### config.mk
export PLATFORM = sky130hd
export DESIGN_NAME = alu_op_sequencer
export DESIGN_NICKNAME = d
export VERILOG_FILES = /design/src/rtl/alu_op_sequencer.sv
export SDC_FILE = /design/constraint.sdc
export NUM_CORES = 1
export LEC_CHECK = 0
export CORE_ASPECT_RATIO = 0.9
export CORE_MARGIN = 2
export CORE_UTILIZATION = 44
export DETAILED_ROUTE_END_ITERATION = 8
export PLACE_DENSITY = 0.87
export SYNTH_ARGS = -nofsm -noshare
export SYNTH_HDL_FRONTEND = slang
export SYNTH_SLANG_ARGS = --single-unit
### constraint.sdc
create_clock -name Clk -period 1.7 [get_ports Clk]
set_input_delay 0.34 -clock Clk [delete_from_list [all_inputs] [get_ports Clk]]
set_output_delay 0.34 -clock Clk [all_outputs]
set_load 0.05 [all_outputs]
### src/rtl/alu_op_sequencer.sv
// ============================================================================
// Module   : alu_op_sequencer
// Brief    : ALU decode/sequencing stage. Emits one micro-op per handshake,
//            expands SWAP into three XORs, and consumes HALT/illegal opcodes.
// Revision : 1.0
// ============================================================================
`default_nettype none

package Definitions;
    typedef enum logic [3:0] {
        ADD  = 4'd0,
        LSH  = 4'd1,
        XOR  = 4'd2,
        AND  = 4'd3,
        FLIP = 4'd4,
        CPY  = 4'd5,
        GETB = 4'd6,
        BXOR = 4'd7,
        SETB = 4'd8
    } op_mne;

    typedef enum logic [4:0] {
        ZERO  = 5'd0,
        ONE   = 5'd1,
        TWO   = 5'd2,
        THREE = 5'd3
    } val_mne;
endpackage

module alu_op_sequencer
    import Definitions::*;
(
    input  logic        Clk,
    input  logic        Reset_n,
    input  logic [8:0]  Inst,
    input  logic        InstValid,
    output logic        InstReady,
    output logic [3:0]  OpCode,
    output logic [2:0]  Dst,
    output logic [2:0]  Src,
    output logic [4:0]  ValSel,
    output logic        OpValid,
    input  logic        OpReady,
    output logic        Done,
    output logic        Illegal,
    output logic [15:0] OpCount
);

    typedef enum logic [1:0] {
        RUN    = 2'd0,
        SWAP1  = 2'd1,
        SWAP2  = 2'd2,
        HALTED = 2'd3
    } state_t;

    localparam logic [3:0] c_opc_last_single = 4'd8;
    localparam logic [3:0] c_opc_swap        = 4'd9;
    localparam logic [3:0] c_opc_halt        = 4'd15;

    state_t      state_q,     state_d;
    op_mne       op_code_q,   op_code_d;
    logic [2:0]  dst_q,       dst_d;
    logic [2:0]  src_q,       src_d;
    val_mne      val_sel_q,   val_sel_d;
    logic        op_valid_q,  op_valid_d;
    logic        illegal_q,   illegal_d;
    logic [15:0] op_count_q,  op_count_d;
    logic [2:0]  swap_rd_q,   swap_rd_d;

    logic        slot_free;
    logic        inst_ready;
    logic        fire;
    logic [3:0]  inst_opc;
    logic [2:0]  inst_rd;
    logic [1:0]  inst_rs;

    assign inst_opc = Inst[8:5];
    assign inst_rd  = Inst[4:2];
    assign inst_rs  = Inst[1:0];

    always_comb begin
        slot_free  = !op_valid_q || OpReady;
        inst_ready = Reset_n && (state_q == RUN) && slot_free;
        fire       = op_valid_q && OpReady;

        state_d    = state_q;
        op_code_d  = op_code_q;
        dst_d      = dst_q;
        src_d      = src_q;
        val_sel_d  = val_sel_q;
        swap_rd_d  = swap_rd_q;
        illegal_d  = illegal_q;
        // A drained op clears the slot unless a new load below refills it.
        op_valid_d = op_valid_q && !OpReady;
        op_count_d = (fire && op_count_q != 16'hFFFF) ? op_count_q + 16'd1 : op_count_q;

        case (state_q)
            RUN: begin
                if (InstValid && inst_ready) begin
                    if (inst_opc <= c_opc_last_single) begin
                        op_code_d  = op_mne'(inst_opc);
                        dst_d      = inst_rd;
                        src_d      = {1'b0, inst_rs};
                        val_sel_d  = val_mne'({3'b000, inst_rs});
                        op_valid_d = 1'b1;
                    end else if (inst_opc == c_opc_swap) begin
                        op_code_d  = XOR;
                        dst_d      = 3'd0;
                        src_d      = inst_rd;
                        val_sel_d  = ZERO;
                        op_valid_d = 1'b1;
                        swap_rd_d  = inst_rd;
                        state_d    = SWAP1;
                    end else if (inst_opc == c_opc_halt) begin
                        state_d    = HALTED;
                    end else begin
                        illegal_d  = 1'b1;
                    end
                end
            end
            SWAP1: begin
                if (slot_free) begin
                    op_code_d  = XOR;
                    dst_d      = swap_rd_q;
                    src_d      = 3'd0;
                    val_sel_d  = ZERO;
                    op_valid_d = 1'b1;
                    state_d    = SWAP2;
                end
            end
            SWAP2: begin
                if (slot_free) begin
                    op_code_d  = XOR;
                    dst_d      = 3'd0;
                    src_d      = swap_rd_q;
                    val_sel_d  = ZERO;
                    op_valid_d = 1'b1;
                    state_d    = RUN;
                end
            end
            default: begin
                state_d = HALTED;
            end
        endcase
    end

    always_ff @(posedge Clk or negedge Reset_n) begin
        if (!Reset_n) begin
            state_q    <= RUN;
            op_code_q  <= ADD;
            dst_q      <= 3'd0;
            src_q      <= 3'd0;
            val_sel_q  <= ZERO;
            op_valid_q <= 1'b0;
            illegal_q  <= 1'b0;
            op_count_q <= 16'd0;
            swap_rd_q  <= 3'd0;
        end else begin
            state_q    <= state_d;
            op_code_q  <= op_code_d;
            dst_q      <= dst_d;
            src_q      <= src_d;
            val_sel_q  <= val_sel_d;
            op_valid_q <= op_valid_d;
            illegal_q  <= illegal_d;
            op_count_q <= op_count_d;
            swap_rd_q  <= swap_rd_d;
        end
    end

    assign InstReady = inst_ready;
    assign OpCode    = op_code_q;
    assign Dst       = dst_q;
    assign Src       = src_q;
    assign ValSel    = val_sel_q;
    assign OpValid   = op_valid_q;
    assign Illegal   = illegal_q;
    assign OpCount   = op_count_q;
    assign Done      = (state_q == HALTED) && !op_valid_q;

endmodule

`default_nettype wire

==> results.md, run 1 <==
- Layout cells sized above 1: 0.521
- Routed length per instance: 16.2 um
- Final Util: 0.689
- Required time of the critical path: 1870 ps
- Worst EP arrival: 1890 ps
- Number of flops mapped to enable cells by yosys: 0
- WS Path Type: reg2reg
- DP Worst Slack: -437 ps
- Final slew viol count: 0
- Avg Inst Size Synth: 11.0 um^2
- Die X: 73.6 um
- First-pass GRT wire length: 7.90 mm
- Clock-pin slew on the worst setup and hold paths: 70 ps
- PwrDens: 1870 nW/um^2
- Crit Reg-Reg Startpoint: state_q[0]$_DFFE_PN0P_
- Cell Count Post-Placement: 289
- H-tree depth: 2
- Worst skew pair latency: 280 ps
- TNS Setup: -27.1 ps
- Asr flop ratio synth: 1.00
- Standard-cell rows: 22
- Netlist cell types: 50
- Status: finished, violations left
- Commonest non-fill, non-tap cells in the layout: buf_4, dfrtp_1, dfrtp_2
- # port buffers: 44
- Commonest non-fill, non-tap cell in the layout: buf_4
- Design area: 2850 um^2
- Max FO, Critical Path: 6
- Final worst slack: -27.1 ps
- Clk sinks: 35
- Yosys top cell area share: 0.456
- Vias in the first global route: 1,677
- Reg-to-reg setup timing slack: -30 ps
- Total power draw: 5.33 mW
- Crit path capture type: flip-flop
- Io pins: 48
- Tmin final: 1730 ps
- Gpl congestion: 0.815
- Area post-placement: 2610 um^2
- Worst IR Drop VDD: 0.00111 V
- ANT nets after route: 0
- CP startpoint: state_q[0]$_DFFE_PN0P_
- Core Area: 4130 um^2
- Max-Cap Viols: 0
- P_leak: 1.30 nW
- First DRT Iteration DRCs: 144
- Antenna violations before repair: 0
- Synthesis-to-finish area growth: 48.1%
- Fin nets: 275
- N_diodes: 0
- Worst Hold Slack: 94.5 ps
- Failing checks: negative setup slack
- Worst-case clock skew: 3.01 ps
- DRC viols: 0
- Root buf cell: clkbuf_8
- Period utilisation layout: 1.02
- Pre-antenna DRT Iters: 4
- Initial Utilization: 0.465
- Max Root-Sink Buffers: 2
- Chip height: 66.7 um
- Vias: 1,686
- Synth Flop Type: dfrtp_1
- Unrepaired setup endpoints after global routing: true
- Hold crit path type: in2async
- Final setup vio count: 1
- GR Overflow Total: 0
- GRT Resource Usage Total: 0.211
- CTS Buf Count: 5
- Cell taking the most area after synthesis: dfrtp_1
- Routed WL: 4.94 mm
- Seq cells post-synth: 35
- Sequential cell area fraction in the yosys report: 0.456
- Top cells by area, synth: dfrtp_1, mux2_2, ha_1, xnor2_1, nand4_1
- Dpl hpwl: 3.48 mm
- Synth warn: 0
- Largest net degree at the start of global routing: 23
- Filler cells: 312
- Max Freq: 0.579 GHz
- Post-Layout Cell Count: 305
- Cell Area, Synth: 1920 um^2
- Die area: 4910 um^2
- CTS tree: done
- Worst Setup Start Kind: flip-flop
- Synthesized instance count: 174
- Vias per cell: 5.53
- Endpoints failing hold: 0
-- worst paths after layout --
check | endpoint | cells after the start
max in group asynchronous | OpCount[11]$_DFFE_PN0P_ | 2
worst min-delay path | Src[1]$_DFFE_PN0P_ | 2
min in group Clk | Illegal$_DFFE_PN0P_ | 1
worst max register to register | OpCode[1]$_DFFE_PN0P_ | 5
worst min register to register | Illegal$_DFFE_PN0P_ | 1
worst max-delay path | OpCode[1]$_DFFE_PN0P_ | 5
-- what timing repair did --
item,CTS,global route
gates resized for setup,10,13
endpoints found under the setup margin,17,19
hold buffers,0,0
pin swaps,2,6
buffers inserted,3,6
-- Yosys cell counts (all sizes together) (4+ instances only) --
library cell / count
nor4: 4
a21oi: 4
and3: 4
nand3: 8
mux2: 14
ha: 6
mux2i: 4
inv: 6
nor2: 9
xnor2: 7
nand4: 9
nand2: 14
buf: 5
xor2: 5
dfrtp: 35
-- critical path: stages (launching register included) --
cell	delay, ps
dfrtp_1	400
inv_2	100
ha_4	240
buf_4	160
or3_2	440
mux2_4	260
-- logic make-up after synthesis --
group                      count (synthesis)  synth area share
AOI/OAI and AO/OA                         29             0.120
xor gates and xnor gates                  12            0.0547
other                                      1           0.00195
buffers and inverters                     12            0.0391
adders and majority gates                  6            0.0391
muxes                                     18             0.103
DFF                                       35             0.456
and+or+nand+nor                           61             0.186
-- sequential cells by signal, indices dropped and copies added, names as in the netlist --
register,count
swap_rd_q,3
ValSel,2
OpValid,1
OpCode,4
state_q,2
OpCount,16
Src,3
Illegal,1
Dst,3
-- layer usage --
layer,part of all wire,vias to the layer above,global-route usage
met5,0,-,0
met3,0.032,2,0.0560
met1,0.44,839,0.282
li1,-,805,-
met2,0.52,40,0.337
met4,0.0069,0,0.0591
-- power breakdown --
group	internal (mW)	leakage [nW]	switching, mW	total (mW)
combinational	1.54	0.814	1.84	3.38
sequential	1.08	0.432	0.219	1.30
clock	0.370	0.0515	0.277	0.647
total	2.99	1.30	2.33	5.33
-- layout make-up --
type / count / area [um^2] / area share
clock buffer: 8 / 100 / 0.0352
inverter: 6 / 25.0 / 0.00880
multi-input combinational: 129 / 1120 / 0.392
sequential: 35 / 897 / 0.315
tap: 48 / 60.1 / 0.0211
timing repair buffer: 79 / 647 / 0.227
Note: power is estimated with default switching activity, not from simulation.
==> run 2: changes to the inputs <==
Settings changed: ABC_AREA set to 1, CORE_UTILIZATION 44 to 46, PLACE_DENSITY 0.87 to 0.88.
==> run 2 against run 1 <==
- sequential power shrank 36%
- hold slack better by 380 ps
- the run now ends clean
- area after synthesis rose by 14%
- highest routed layer unchanged
- largest cell class unchanged
==> results.md, run 2 <==
- Status: complete, no violations
- Most frequent cell after synthesis: nand2_1
- Die area: 5330 um^2
- Worst skew pair latency: 290 ps
- First-pass GRT wire length: 8.87 mm
- Vias per cell: 4.89
- Worst EP arrival: 1340 ps
- Synthesized instance count: 307
- Routed length per instance: 12.1 um
- Reg2Reg Capture Point: OpCode[1]$_DFFE_PN0P_
- # port buffers: 44
- Register Area: 878 um^2
- Root buf cell: clkbuf_8
- CP startpoint: state_q[0]$_DFFE_PN0P_
- First DRT Iteration DRCs: 114
- CTS tree: done
- Worst-case clock skew: 9.66 ps
- Hold_buf cts: 0
- Clk sinks: 35
- Seq cells post-synth: 35
- Io pins: 48
- DRC viols: 0
- Max FO, Critical Path: 4
- Routed WL: 5.21 mm
- Area of the multi-input gates: 1180 um^2
- Final slew viol count: 0
- Reg-to-reg setup timing slack: 120 ps
- Gpl congestion: 0.901
- Initial Utilization: 0.484
- Netlist cell types: 27
- Chip height: 69.4 um
- Fin nets: 388
- Crit path capture type: primary output
- Synthesis-to-finish area growth: 33.0%
- Worst reg2reg path depth: 9
- Vias: 2,114
- Die X: 76.7 um
- Number of flops mapped to enable cells by yosys: 0
- Cell Area, Synth: 2190 um^2
- ANT nets after route: 0
- Clock-pin slew on the worst setup and hold paths: 80 ps
- Worst IR Drop VDD: 0.000333 V
- WS Path Type: reg2out
- Largest net degree at the start of global routing: 36
- Worst Hold Slack: 475 ps
- Asr flop ratio synth: 1.00
- Standard-cell rows: 23
- Crit Reg-Reg Startpoint: state_q[1]$_DFFE_PN0P_
- Commonest non-fill, non-tap cells in the layout: nand2_1, buf_4, dfrtp_1
- Cell taking the most area after synthesis: dfrtp_1
- Endpoints failing hold: 0
- Largest register FFs: 16
- Hold path cells: 2
- Max Root-Sink Buffers: 2
- PwrDens: 580 nW/um^2
- Dpl hpwl: 3.82 mm
- Worst Setup Start Kind: flip-flop
- Antenna violations before repair: 0
- Top cells by area, synth: dfrtp_1, nand2_1, nand3_1, inv_1, nor2_1
- CTS Buf Count: 5
- Layout cells sized above 1: 0.268
- P_leak: 1.51 nW
- GR Overflow Total: 0
- Vias in the first global route: 1,996
- Pre-antenna DRT Iters: 4
- Critical Path, Cell by Cell: buf_4 -> ha_2 -> inv_2 -> nor2_4 -> buf_12
- Sequential cell area fraction in the yosys report: 0.400
- Required time of the critical path: 1360 ps
- Worst path slowest cell: dfrtp_1
- Filler cells: 377
- Worst Hold End: Dst[1]$_DFFE_PN0P_
- N_diodes: 0
- Max Freq: 0.594 GHz
- Period utilisation layout: 0.990
- Yosys top cell area share: 0.400
- Max-Cap Viols: 0
- Top cells by count, synth: nand2_1, dfrtp_1, inv_1
- Hold crit path type: reg2reg
- GRT Resource Usage Total: 0.207
- Synth warn: 0
- Tmin final: 1680 ps
- Core Area: 4520 um^2
- TNS Setup: 0 ps
- Commonest non-fill, non-tap cell in the layout: nand2_1
- Hold path start: Dst[1]$_DFFE_PN0P_
- H-tree depth: 2
- Slowest stage delay, CP: 420 ps
- Avg Inst Size Synth: 7.13 um^2
- Synth Flop Type: dfrtp_1
- Final setup vio count: 0
- Unrepaired setup endpoints after global routing: true
-- run 2: repair_timing --
item / in CTS / in global routing
setup buffers: 3 / 5
pin swaps: 1 / 4
setup endpoints to repair: 2 / 18
gates resized for setup: 8 / 8
gates cloned: 0 / 0
-- run 2: cell families after synthesis --
family | Yosys count | synth area share
and+or+nand+nor | 194 | 0.394
buffers and inverters | 41 | 0.0880
DFF | 35 | 0.400
AOI/OAI and AO/OA | 23 | 0.0537
xor gates and xnor gates | 7 | 0.0280
adders and majority gates | 6 | 0.0343
other | 1 | 0.00171
-- run 2: worst max path at each step --
stage / to / slack (ps) / cells after the start
after global placement: Dst[2]$_DFFE_PN0P_ / -60 / 8
final: Done / 20 / 5
after global routing: Done / -40 / 5
after CTS: Src[2]$_DFFE_PN0P_ / 3 / 6
after floorplan: OpCount[9]$_DFFE_PN0P_ / 9 / 11
after detailed placement: Src[2]$_DFFE_PN0P_ / -130 / 8
-- run 2: routing by layer --
layer / vias to the layer above / GRT usage / routed length [um]
met1: 959 / 0.261 / 2260
met5: - / 0 / 0
li1: 1076 / - / -
met4: 0 / 0.0727 / 50
met3: 5 / 0.0599 / 292
met2: 74 / 0.340 / 2610
-- run 2: final cells by class --
| cell class | instances | area share |
|---|---|---|
| clock buffer | 5 | 0.0236 |
| tap | 62 | 0.0266 |
| inverter | 34 | 0.0460 |
| clock inverter | 3 | 0.0150 |
| timing repair buffer | 60 | 0.182 |
| sequential | 35 | 0.302 |
| multi-input combinational | 233 | 0.405 |
-- run 2: metrics by stage --
stage | util | setup slack (ps) | instances | cell area (um^2) | power (mW)
5_1_grt | 0.644 | -43.6 | 432 | 2910 | 1.78
3_3_place_gp | 0.596 | -58.5 | 416 | 2690 | 0.949
4_1_cts | 0.629 | 3.30 | 427 | 2840 | 1.71
3_5_place_dp | 0.596 | -132 | 416 | 2690 | 0.950
2_1_floorplan | - | 9.05 | 309 | 2200 | 0.894
6_report | 0.644 | 16.2 | 432 | 2910 | 1.69
-- run 2: worst max-delay path, delay by kind of cell (launching register included) --
kind / cells / cell delay [ps]
simple gates: 1 / 40
flops: 1 / 420
fa+ha+maj: 1 / 190
buf+inv: 3 / 410
-- run 2: report_power, final --
group / switching [mW] / leakage (nW) / internal, mW / total [mW]
combinational: 0.0629 / 0.993 / 0.0394 / 0.102
clock: 0.319 / 0.0581 / 0.437 / 0.755
sequential: 0 / 0.455 / 0.832 / 0.832
==> run 3: changes to the inputs <==
Settings changed: CORE_ASPECT_RATIO 0.9 to 0.7, SLEW_MARGIN set to 20.
==> run 3 against run 2 <==
- non-clock buffer count is 3 lower
- cell count shrank 2.3%
- via count is 2.6% higher
- flip-flop and latch count did not move
- largest cell class unchanged
- total power fell by 10%
==> results.md, run 3 (synthesis gave the netlist of run 2 again) <==
- Status: complete, no violations
- Worst skew pair latency: 280 ps
- Commonest non-fill, non-tap cell in the layout: nand2_1
- Cell Count Post-Placement: 412
- Root buf cell: clkbuf_8
- P_leak: 1.49 nW
- Clock-pin slew on the worst setup and hold paths: 70 ps
- WP buf/inv: 4
- H-tree depth: 2
- N_diodes: 0
- Worst Setup Start Kind: input pin
- Slowest stage delay, CP: 480 ps
- Worst Hold Slack: 478 ps
- Area post-placement: 2770 um^2
- Worst path slowest cell: clkdlybuf4s50_1
- Top Metal Used: met4
- Layout cells sized above 1: 0.248
- Final Util: 0.652
- Die area: 5330 um^2
- Critical Path, Cell by Cell: clkdlybuf4s50_1 -> inv_1 -> nand2_2 -> inv_1 -> nor2_4 -> buf_12
- Endpoints failing hold: 0
- First DRT Iteration DRCs: 178
- Standard-cell rows: 20
- Final worst slack: 48.9 ps
- GR Overflow Total: 0
- Period utilisation layout: 0.971
- Routed WL: 5.61 mm
- Fin nets: 385
- Io pins: 48
- Design area: 2900 um^2
- DRC viols: 0
- GRT Resource Usage Total: 0.216
- Max-Cap Viols: 0
- CTS Buf Count: 5
- Worst EP arrival: 1310 ps
- Core Area: 4450 um^2
- Worst IR Drop VDD: 0.000241 V
- Vias in the first global route: 1,939
- Antenna violations before repair: 0
- Max Root-Sink Buffers: 2
- Reg-to-reg setup timing slack: 90 ps
- Tmin final: 1650 ps
- CP most frequent cell: inv_1
- Dpl hpwl: 4.19 mm
- Met3 routed WL: 331 um
- Vias: 2,168
- DP Worst Slack: -122 ps
- WS Path Type: in2out
- Hold_buf cts: 0
- Final setup vio count: 0
- Post-Layout Cell Count: 422
- Max Freq: 0.606 GHz
- Synthesis-to-finish area growth: 32.6%
- Chip height: 61.7 um
- Met2 routed WL: 2.60 mm
- Crit path capture type: primary output
- Required time of the critical path: 1360 ps
- Largest net degree at the start of global routing: 36
- Worst-case clock skew: 6.65 ps
- Max FO, Critical Path: 4
- Routed length per instance: 13.3 um
- Vias per cell: 5.14
- Commonest non-fill, non-tap cells in the layout: nand2_1, buf_4, dfrtp_1
- PwrDens: 523 nW/um^2
- CTS tree: done
- ANT nets after route: 0
- Die X: 86.4 um
- Wl on met1: 2.65 mm
- Gpl congestion: 0.911
- Initial Utilization: 0.491
- Pre-antenna DRT Iters: 4
- # port buffers: 44
- Largest register FFs: 16
- Final slew viol count: 0
- Clk sinks: 35
- Hold crit path type: reg2reg
- CP delay by family, top: buffers and inverters
- First-pass GRT wire length: 8.91 mm
[run 3: tightest hold or removal path, stage by stage (launching register included)]
cell,delay [ps]
dfrtp_1,350
inv_1,40
o31ai_1,50
[run 3: area by class of cell]
type	instances	area, um^2
clock buffer	7	76.3
sequential	35	878
clock inverter	1	5.00
inverter	34	134
fill	396	1550
timing repair buffer	57	571
multi-input combinational	233	1170
tap	55	68.8
[run 3: timing repair]
item                       4_1_cts  5_1_grt
setup endpoints to repair        4        5
cloned                           0        0
gates resized for setup          6        5
pin swaps                        1        3
setup buffers                    0        2
[run 3: path summary, 6_finish.rpt]
check                                  startpoint                 endpoint  cells past startpoint
setup reg to reg           OpCount[0]$_DFFE_PN0P_  OpCount[13]$_DFFE_PN0P_                     10
hold reg to reg               Illegal$_DFFE_PN0P_      Illegal$_DFFE_PN0P_                      2
setup / recovery                          OpReady                InstReady                      6
min in group asynchronous                 Reset_n   OpCount[7]$_DFFE_PN0P_                      2
max in group asynchronous                 Reset_n   OpCount[1]$_DFFE_PN0P_                      2
hold / removal                Illegal$_DFFE_PN0P_      Illegal$_DFFE_PN0P_                      2
[run 3: where the power goes]
group	leakage [nW]	switching (mW)	internal, mW	total [mW]
clock network	0.0422	0.293	0.288	0.580
logic	0.995	0.0652	0.0415	0.107
registers	0.455	0	0.832	0.832
[run 3: layer usage]
| layer | vias to the layer above | GRT usage |
|---|---|---|
| li1 | 1070 | - |
| met4 | 0 | 0.0558 |
| met3 | 4 | 0.0423 |
| met5 | - | 0 |
| met1 | 1022 | 0.315 |
| met2 | 72 | 0.334 |
[run 3: through the flow]
step           power [mW]  setup TNS, ps
5_1_grt              1.58          -11.0
6_report             1.52              0
3_5_place_dp        0.954          -1120
2_1_floorplan       0.894              0
4_1_cts              1.54              0
3_3_place_gp        0.953           -668
